### config.mk
export PLATFORM = sky130hd
export DESIGN_NAME = count_connected_feeder
export DESIGN_NICKNAME = d
export VERILOG_FILES = /design/src/rtl/count_connected_feeder.sv
export SDC_FILE = /design/constraint.sdc
export NUM_CORES = 1
export LEC_CHECK = 0
export ABC_AREA = 0
export CAP_MARGIN = 20
export CORE_AREA = 5 5 184 186
export CTS_CLUSTER_SIZE = 24
export DETAILED_ROUTE_END_ITERATION = 8
export DIE_AREA = 0 0 189 191
export GPL_TIMING_DRIVEN = 0
export PLACE_DENSITY = 0.82
export SLEW_MARGIN = 5
export SYNTH_ARGS = -nofsm -noshare
export SYNTH_HDL_FRONTEND = slang
export SYNTH_SLANG_ARGS = --single-unit
### constraint.sdc
create_clock -name clk -period 4.4 [get_ports clk]
set_input_delay 1.1 -clock clk [delete_from_list [all_inputs] [get_ports clk]]
set_output_delay 1.1 -clock clk [all_outputs]
set_load 0.01 [all_outputs]
### src/rtl/count_connected_feeder.sv
// count_connected_feeder
//   Input-side driver for the pipelined connected-component counting core.
//   Pops one job from a show-ahead FIFO per accepted core request. Replays the
//   job to the core DATA_IN_LATENCY cycles later, and replays its starting
//   connect count a further STARTING_CONNECT_COUNT_LAG cycles on. Also tracks
//   how many graphs are in flight inside the core.
//
//   Optional feature macro: COUNT_CONNECTED_FEEDER_STATS_EN
//     defined     -> graphsIssued / resultsReceived are live 32-bit counters
//     not defined -> both outputs are tied to zero
module count_connected_feeder #(
    parameter int unsigned EXTRA_DATA_WIDTH           = 10,
    parameter int unsigned DATA_IN_LATENCY            = 4,
    parameter int unsigned STARTING_CONNECT_COUNT_LAG = 3,
    parameter int unsigned OUTSTANDING_WIDTH          = 8
) (
    input  logic                         clk,
    input  logic                         rst,
    input  logic                         coreRequest,
    input  logic                         coreDone,
    input  logic                         jobValid,
    input  logic [127:0]                 jobGraph,
    input  logic [5:0]                   jobConnectCount,
    input  logic [EXTRA_DATA_WIDTH-1:0]  jobExtraData,
    output logic                         jobPop,
    output logic                         start,
    output logic [127:0]                 graphOut,
    output logic [EXTRA_DATA_WIDTH-1:0]  extraDataOut,
    output logic [5:0]                   startingConnectCountOut_DELAYED,
    output logic [OUTSTANDING_WIDTH-1:0] inFlight,
    output logic                         idle,
    output logic [31:0]                  graphsIssued,
    output logic [31:0]                  resultsReceived
);

    localparam int unsigned L = DATA_IN_LATENCY;
    localparam int unsigned G = STARTING_CONNECT_COUNT_LAG;

    // ------------------------------------------------------------------
    // Request acceptance
    // ------------------------------------------------------------------

    // A request is accepted only when the FIFO has a job. A request that
    // finds the FIFO empty is dropped, and the core re-requests later.
    always_comb begin
        jobPop = coreRequest & jobValid & ~rst;
    end

    // ------------------------------------------------------------------
    // Issue delay line (stage 0 here is the stage written in the pop cycle)
    // ------------------------------------------------------------------
    logic                        iv_q [L];
    logic [127:0]                ig_q [L];
    logic [5:0]                  ic_q [L];
    logic [EXTRA_DATA_WIDTH-1:0] ie_q [L];

    // Valid bits shift every cycle; reset clears them so a job that was
    // already popped is discarded instead of issued.
    always_ff @(posedge clk) begin
        if (rst) begin
            for (int unsigned s = 0; s < L; s++) begin
                iv_q[s] <= 1'b0;
            end
        end else begin
            iv_q[0] <= jobPop;
            for (int unsigned s = 1; s < L; s++) begin
                iv_q[s] <= iv_q[s-1];
            end
        end
    end

    // Payload shifts alongside the valids. It has no reset because every
    // consumer gates it with the matching valid.
    always_ff @(posedge clk) begin
        ig_q[0] <= jobGraph;
        ic_q[0] <= jobConnectCount;
        ie_q[0] <= jobExtraData;
        for (int unsigned s = 1; s < L; s++) begin
            ig_q[s] <= ig_q[s-1];
            ic_q[s] <= ic_q[s-1];
            ie_q[s] <= ie_q[s-1];
        end
    end

    // Last issue stage drives the core. Data reads as zero when no job is issued.
    always_comb begin
        start        = iv_q[L-1];
        graphOut     = iv_q[L-1] ? ig_q[L-1] : '0;
        extraDataOut = iv_q[L-1] ? ie_q[L-1] : '0;
    end

    // Any job still travelling the issue line keeps the feeder busy.
    logic issue_busy;

    // OR-reduce the issue-line valids.
    always_comb begin
        issue_busy = 1'b0;
        for (int unsigned s = 0; s < L; s++) begin
            issue_busy = issue_busy | iv_q[s];
        end
    end

    // ------------------------------------------------------------------
    // Starting connect count delay line
    // ------------------------------------------------------------------
    logic count_busy;

    if (G > 0) begin : g_count_line
        logic       cv_q [G];
        logic [5:0] cc_q [G];

        // Count valids follow start. Reset clears them like the issue line.
        always_ff @(posedge clk) begin
            if (rst) begin
                for (int unsigned s = 0; s < G; s++) begin
                    cv_q[s] <= 1'b0;
                end
            end else begin
                cv_q[0] <= start;
                for (int unsigned s = 1; s < G; s++) begin
                    cv_q[s] <= cv_q[s-1];
                end
            end
        end

        // Count payload, gated by valid at the output.
        always_ff @(posedge clk) begin
            cc_q[0] <= ic_q[L-1];
            for (int unsigned s = 1; s < G; s++) begin
                cc_q[s] <= cc_q[s-1];
            end
        end

        // Drive the delayed count and its contribution to busy.
        always_comb begin
            startingConnectCountOut_DELAYED = cv_q[G-1] ? cc_q[G-1] : '0;
            count_busy = 1'b0;
            for (int unsigned s = 0; s < G; s++) begin
                count_busy = count_busy | cv_q[s];
            end
        end
    end else begin : g_count_direct
        // With zero lag, the count rides alongside start.
        always_comb begin
            startingConnectCountOut_DELAYED = start ? ic_q[L-1] : '0;
            count_busy = 1'b0;
        end
    end

    // ------------------------------------------------------------------
    // In-flight tracking
    // ------------------------------------------------------------------
    logic [OUTSTANDING_WIDTH-1:0] inflight_q;
    logic [OUTSTANDING_WIDTH-1:0] inflight_d;
    logic                         done_counted;

    // A completion is counted only while something is outstanding. This
    // absorbs stray done pulses, for example from before reset.
    always_comb begin
        done_counted = coreDone & ~rst & (inflight_q != '0);
        inflight_d   = inflight_q;
        if (start && !done_counted) begin
            if (inflight_q != '1) begin
                inflight_d = inflight_q + OUTSTANDING_WIDTH'(1);
            end
        end else if (done_counted && !start) begin
            inflight_d = inflight_q - OUTSTANDING_WIDTH'(1);
        end
    end

    // In-flight register.
    always_ff @(posedge clk) begin
        if (rst) begin
            inflight_q <= '0;
        end else begin
            inflight_q <= inflight_d;
        end
    end

    // Expose the count and the drain-complete flag.
    always_comb begin
        inFlight = inflight_q;
        idle     = (inflight_q == '0) & ~issue_busy & ~count_busy & ~jobValid;
    end

    // ------------------------------------------------------------------
    // Statistics
    // ------------------------------------------------------------------
`ifdef COUNT_CONNECTED_FEEDER_STATS_EN
    logic [31:0] issued_q;
    logic [31:0] received_q;

    // Free-running, wrapping counters of issued graphs and counted completions.
    always_ff @(posedge clk) begin
        if (rst) begin
            issued_q   <= '0;
            received_q <= '0;
        end else begin
            if (start) begin
                issued_q <= issued_q + 32'd1;
            end
            if (done_counted) begin
                received_q <= received_q + 32'd1;
            end
        end
    end

    // Drive the statistics outputs.
    always_comb begin
        graphsIssued    = issued_q;
        resultsReceived = received_q;
    end
`else
    // Statistics disabled: outputs read as constant zero.
    always_comb begin
        graphsIssued    = '0;
        resultsReceived = '0;
    end
`endif

endmodule
After elaboration in Yosys (flattened, before gate mapping)
Memory sizes are Yosys's and may differ from the RTL's.
Cells that the tools add are included.

word-level totals
  input bits = 149
  output and inout port bits = 219
  logic and storage cells = 58
  bits in registers = 8
  bits in writable memories = 601
  memories kept = 6

operators by class
  bitwise gates (word level) = 23
  mux-type cells = 16
  add/sub/neg operators = 2
  reductions and logical operators = 8
  equal/unequal tests = 2

memories
  name               words  bits a word  rd ports  clocked after Yosys merged registers in  write ports  line  RTL
  ig_q               4      128          4         0                                        4            53    logic [127:0] ig_q [L];
  ie_q               4      10           4         0                                        4            55    logic [EXTRA_DATA_WIDTH-1:0] ie_q [L];
  ic_q               4      6            4         0                                        4            54    logic [5:0] ic_q [L];
  g_count_line.cc_q  3      6            3         0                                        3            110   logic [5:0] cc_q [G];
  iv_q               4      1            4         0                                        4            52    logic iv_q [L];
  g_count_line.cv_q  3      1            3         0                                        3            109   logic cv_q [G];

operators by type and width
  cell                                                                count
  128-bit two-way mux                                                 1
  8-bit two-way mux                                                   3
  1-bit OR                                                            12
  1-bit two-way mux                                                   10
  10-bit two-way mux                                                  1
  8-bit by 1-bit adder with 8-bit output, second input constant       1
  8-bit logical NOT                                                   1
  8-bit != test, second input constant                                1
  8-bit nonzero test                                                  1
  8-bit by 1-bit subtractor with 8-bit output, second input constant  1
  1-bit bitwise AND                                                   7
  6-bit two-way mux                                                   1
  1-bit NOT                                                           4
  1-bit logical AND                                                   2
  1-bit logical NOT                                                   2
  2-bit by 1-bit != test with 1-bit output, second input constant     1
  2-bit AND reduction                                                 1
  2-bit nonzero test                                                  1

Logic depth before layout (Yosys ltp)
An unclocked memory read counts as a cell.

  depth in word-level cells = 8
  mapped depth = 10
  mapped depth without buffers = 9

Worst setup path before layout
Ideal clock, no wire load.

  kind = input port to flip-flop
  start = input port rst
  end = register inflight_q[7], in the netlist inFlight[7]
  path slack = 1.429 ns
  required time = 4.277 ns
  setup time = 0.123 ns
  stages on the path = 10
  path buffers = 1
  arrival = 2.847 ns
  cell sequence = buf_6 nor2b_2 o21ai_4 nand2_1 ha_1 a21oi_1 nand2_1 a21oi_2 mux2i_1 mux2_1

between the ends
  cells in the longest elaborated chain, start to end = 7
  elaborated cells between the ends (all ways) = 10
  classes of those cells = eq/ne: 1; mux: 1; bitwise: 3; reduce/logical: 5

ends and longest elaborated chain
  what                                                                                      line  RTL
  from (decl)                                                                               18    input logic rst,
  1-bit NOT                                                                                 160   done_counted = coreDone & ~rst & (inflight_q != '0);
  1-bit bitwise AND (2 in series)                                                           160
  1-bit logical NOT                                                                         162   if (start && !done_counted) begin
  1-bit logical AND                                                                         162
  2-bit by 1-bit != test with 1-bit output (no line) or 2-bit nonzero test (tied branches)  -
  2-bit AND reduction (no line)                                                             -
  to (signal assigned)                                                                      176   inflight_q <= inflight_d;
  to (decl)                                                                                 153   logic [OUTSTANDING_WIDTH-1:0] inflight_q;

Parallel ways exist; a longest one is shown, timed or not.
A chain may end at the register's enable or synchronous reset.

==> summary.md <==
| Metric | Value |
|---|---|
| Net switching fraction of the power | 21.0% |
| Clock power share | 41.3% |
| Worst hold slack | 0.319 ns |
| Synthesis-to-layout area growth | 39.5% |
| Hold Crit Class | reg2reg |
| Switching pwr | 2.40 mW |
| Largest family of logic cells by synthesized area | simple AND/OR/NAND/NOR gates |
| Most common cell in the netlist | dfxtp_1 |
| Port Buf Inserts | 302 |
| TritonCTS Sinks | 609 |
| Final Cycle Share | 91.9% |
| Clk buf depth | 3 |
| Setup Slack @ Placement | 0.761 ns |
| Critical path required time | 3.30 ns |
| First-pass GRT wire length | 40800 um |
| Largest area contributor in the netlist | dfxtp_1 |
| Die width | 189 um |
| Post-Synth Adder-Cell Area | 0.669% |
| GRT Util Overall | 14.5% |
| Simple logic cell fraction of the synthesized area | 7.95% |
| Largest net degree at the start of global routing | 18 |
| Final clock skew | 0.0139 ns |
| Ratio of cells with drive above 1 in the final layout | 12.0% |
| Crit Path Max Fanout | 10 |
| Worst Setup Path Type | reg2out |
| # Post-CTS Setup Buffers | 0 |
| Die Area | 36100 um^2 |
| Register area | 12200 um^2 |
| Number of enable flip-flop cells after synthesis | 0 |
| Seq cells post-synth | 609 |
| Multiplexer share of the synthesized area | 0.405% |
| Final hold viol count | 0 |
| Area of the multi-input gates | 1700 um^2 |
| Area contributors post-synth | dfxtp_1 (86%), and2_1 (6.3%), buf_4 (3.4%) |
| Pwr dens | 577 nW/um^2 |
| Synth top cells by count | dfxtp_1 (609), and2_1 (144), buf_4 (64) |
| Ys Warns | 0 |
| Reg clk slew, reported paths | 0.06 ns |
| Final WS setup | 0.354 ns |
| Total gr overflow | 0 |
| Vias per cell | 3.96 |
| Synth unique cells | 39 |
| CTS resizes | 0 |
| Synthesized area per cell | 15.5 um^2 |
| Via Count | 7087 |
| Comb power frac | 6.7% |
| TritonCTS clock tree | yes |
| Sequential area share after synthesis | 85.7% |
| Initial core utilization | 44.3% |
| Crit path arrival time | 2.95 ns |
| Reg-to-reg setup timing slack | 1.35 ns |
| DR DRC count | 0 |
| Number of global-route vias before repair | 7568 |
| Int Pwr | 9.05 mW |
| CP Launch Type | flip-flop |
| Fill cell count | 2284 |
| Power share of the sequential group | 52.0% |
| Pleak | 8.39 nW |
| Rel. slew slack | 43.7% |
| Placer congestion estimate | 0.786 |
| Initial antenna violation count | 3 |
| Main synth FF type | dfxtp_1 |
| FP Rows | 66 |
| Root Buffer Master | clkbuf_16 |
| Area share of xor/xnor cells in the synthesized design | 0.246% |
| Share of the synthesized area in the top cell type | 85.7% |
| Post-Syn Area | 14200 um^2 |
| RSZ-0062 raised after global routing | no |
| Count of final setup violators | 0 |
| Cts hold-fix bufs | 0 |
| Nets@finish | 1493 |
| Total CTS buffers | 53 |
| Hpwl dp | 19000 um |
| Pre-antenna DRT Iters | 4 |
| Layout Cells excl Fill | 1788 |
| Worst-skew pair later-pin latency | 0.56 ns |
| TNS Setup | 0 ns |
| Initial drt markers | 207 |
| Wire per inst | 15.1 um |
| Worst-margin pin slew | 0.844 ns |
| I/O Pins | 368 |
| Synth Area in Compound Gates | 0.968% |
| Post-route ant nets | 0 |
| Synthesized instance count | 917 |
| Antenna cells | 0 |
| Peak supply drop | 0.606 mV |
| DP Cell Count | 1690 |
| H-tree levels | 2 |
| Final wirelength | 27000 um |
| CP endpoint kind | output port |
| Fin crit period | 4.05 ns |
| Die height | 191 um |
| Outcome | finished, final reports clean |
| Ys async rst share | 0% |
| CORE AREA | 32100 um^2 |
| Max-cap violations | 0 |
| Fmax | 0.247 GHz |
| Pins Over Slew Limit | 0 |
## worst max-delay path, stage by stage, from the launching register on
cell and delay, ns:
dfxtp_1 0.35, buf_6 0.16, clkbuf_1 0.65, clkbuf_1 0.40, and2_1 0.27, clkdlybuf4s50_1 0.56
## cells in the final DEF (no fill, tap or decap), drive strengths merged, types with 3 or more instances in the layout
| cell | synthesis | final |
|---|---|---|
| dfxtp | 609 | 609 |
| clkdlybuf4s50 | 0 | 302 |
| and2 | 144 | 144 |
| clkbuf | 16 | 85 |
| buf | 66 | 66 |
| conb | 1 | 64 |
| clkinv | 0 | 14 |
| nand2 | 12 | 12 |
| a21oi | 9 | 9 |
| nor2 | 8 | 8 |
| nor2b | 8 | 8 |
| bufinv | 0 | 7 |
| ha | 6 | 6 |
| inv | 2 | 6 |
| o21ai | 6 | 6 |
| clkinvlp | 0 | 4 |
| a211oi | 3 | 3 |
| mux2 | 3 | 3 |
## cell families (layout without fill, tap and decap cells)
| group | Yosys count | in the layout |
|---|---|---|
| other cells | 1 | 64 |
| buf+inv | 84 | 484 |
| flops | 609 | 609 |
| compound gates | 21 | 21 |
| simple gates | 186 | 186 |
| mux | 5 | 5 |
| xor+xnor | 4 | 4 |
| fa+ha+maj | 7 | 7 |
## cell type report
class | instances | share of cell area (%)
Sequential cell | 609 | 61.5
Timing Repair Buffer | 302 | 15.2
Inverter | 2 | 0.0378
Clock inverter | 29 | 1.91
Multi-Input combinational cell | 287 | 8.55
Buffer | 82 | 2.84
Tap cell | 408 | 2.57
Clock buffer | 69 | 7.39
## worst paths after layout
kind | from | endpoint | cells past startpoint
worst min register to register | ie_q[2][3] | ie_q[3][3] | 0
worst max-delay path | iv_q[3] | graphOut[113] | 5
worst min-delay path | ie_q[2][3] | ie_q[3][3] | 0
worst max register to register | inFlight[3] | inFlight[7] | 9
## metal layers
layer | vias up | GRT usage (%) | share of wire [%]
met5 | - | 0 | 0.11
met4 | 6 | 4.04 | 2.1
met3 | 52 | 6.79 | 11
met2 | 287 | 26.5 | 51
met1 | 3176 | 14.8 | 36
li1 | 3566 | - | -
## flip-flops by register name, indices dropped and copies added (netlist names)
signal,cells
ig_q,512
ie_q,40
ic_q,24
g_count_line.cc_q,18
inFlight,8
iv_q,4
g_count_line.cv_q,3
## power groups by stage
stage	Clock (mW)	Sequential, mW	Combinational [mW]
6_report	4.73	5.96	0.766
3_3_place_gp	0	6.06	0.710
3_5_place_dp	0	6.08	0.751
4_1_cts	4.85	5.96	0.756
5_1_grt	5.10	5.99	0.825
2_1_floorplan	0	6.04	0.447
## metrics by stage
step	util, %	power (mW)	cell area (um^2)
after detailed placement	56.0	6.83	18000
final	61.8	11.5	19800
after global placement	56.0	6.77	18000
after floorplan	-	6.49	14500
after CTS	61.8	11.6	19800
after global routing	61.8	11.9	19800
Note: power is estimated with default switching activity, not from simulation.
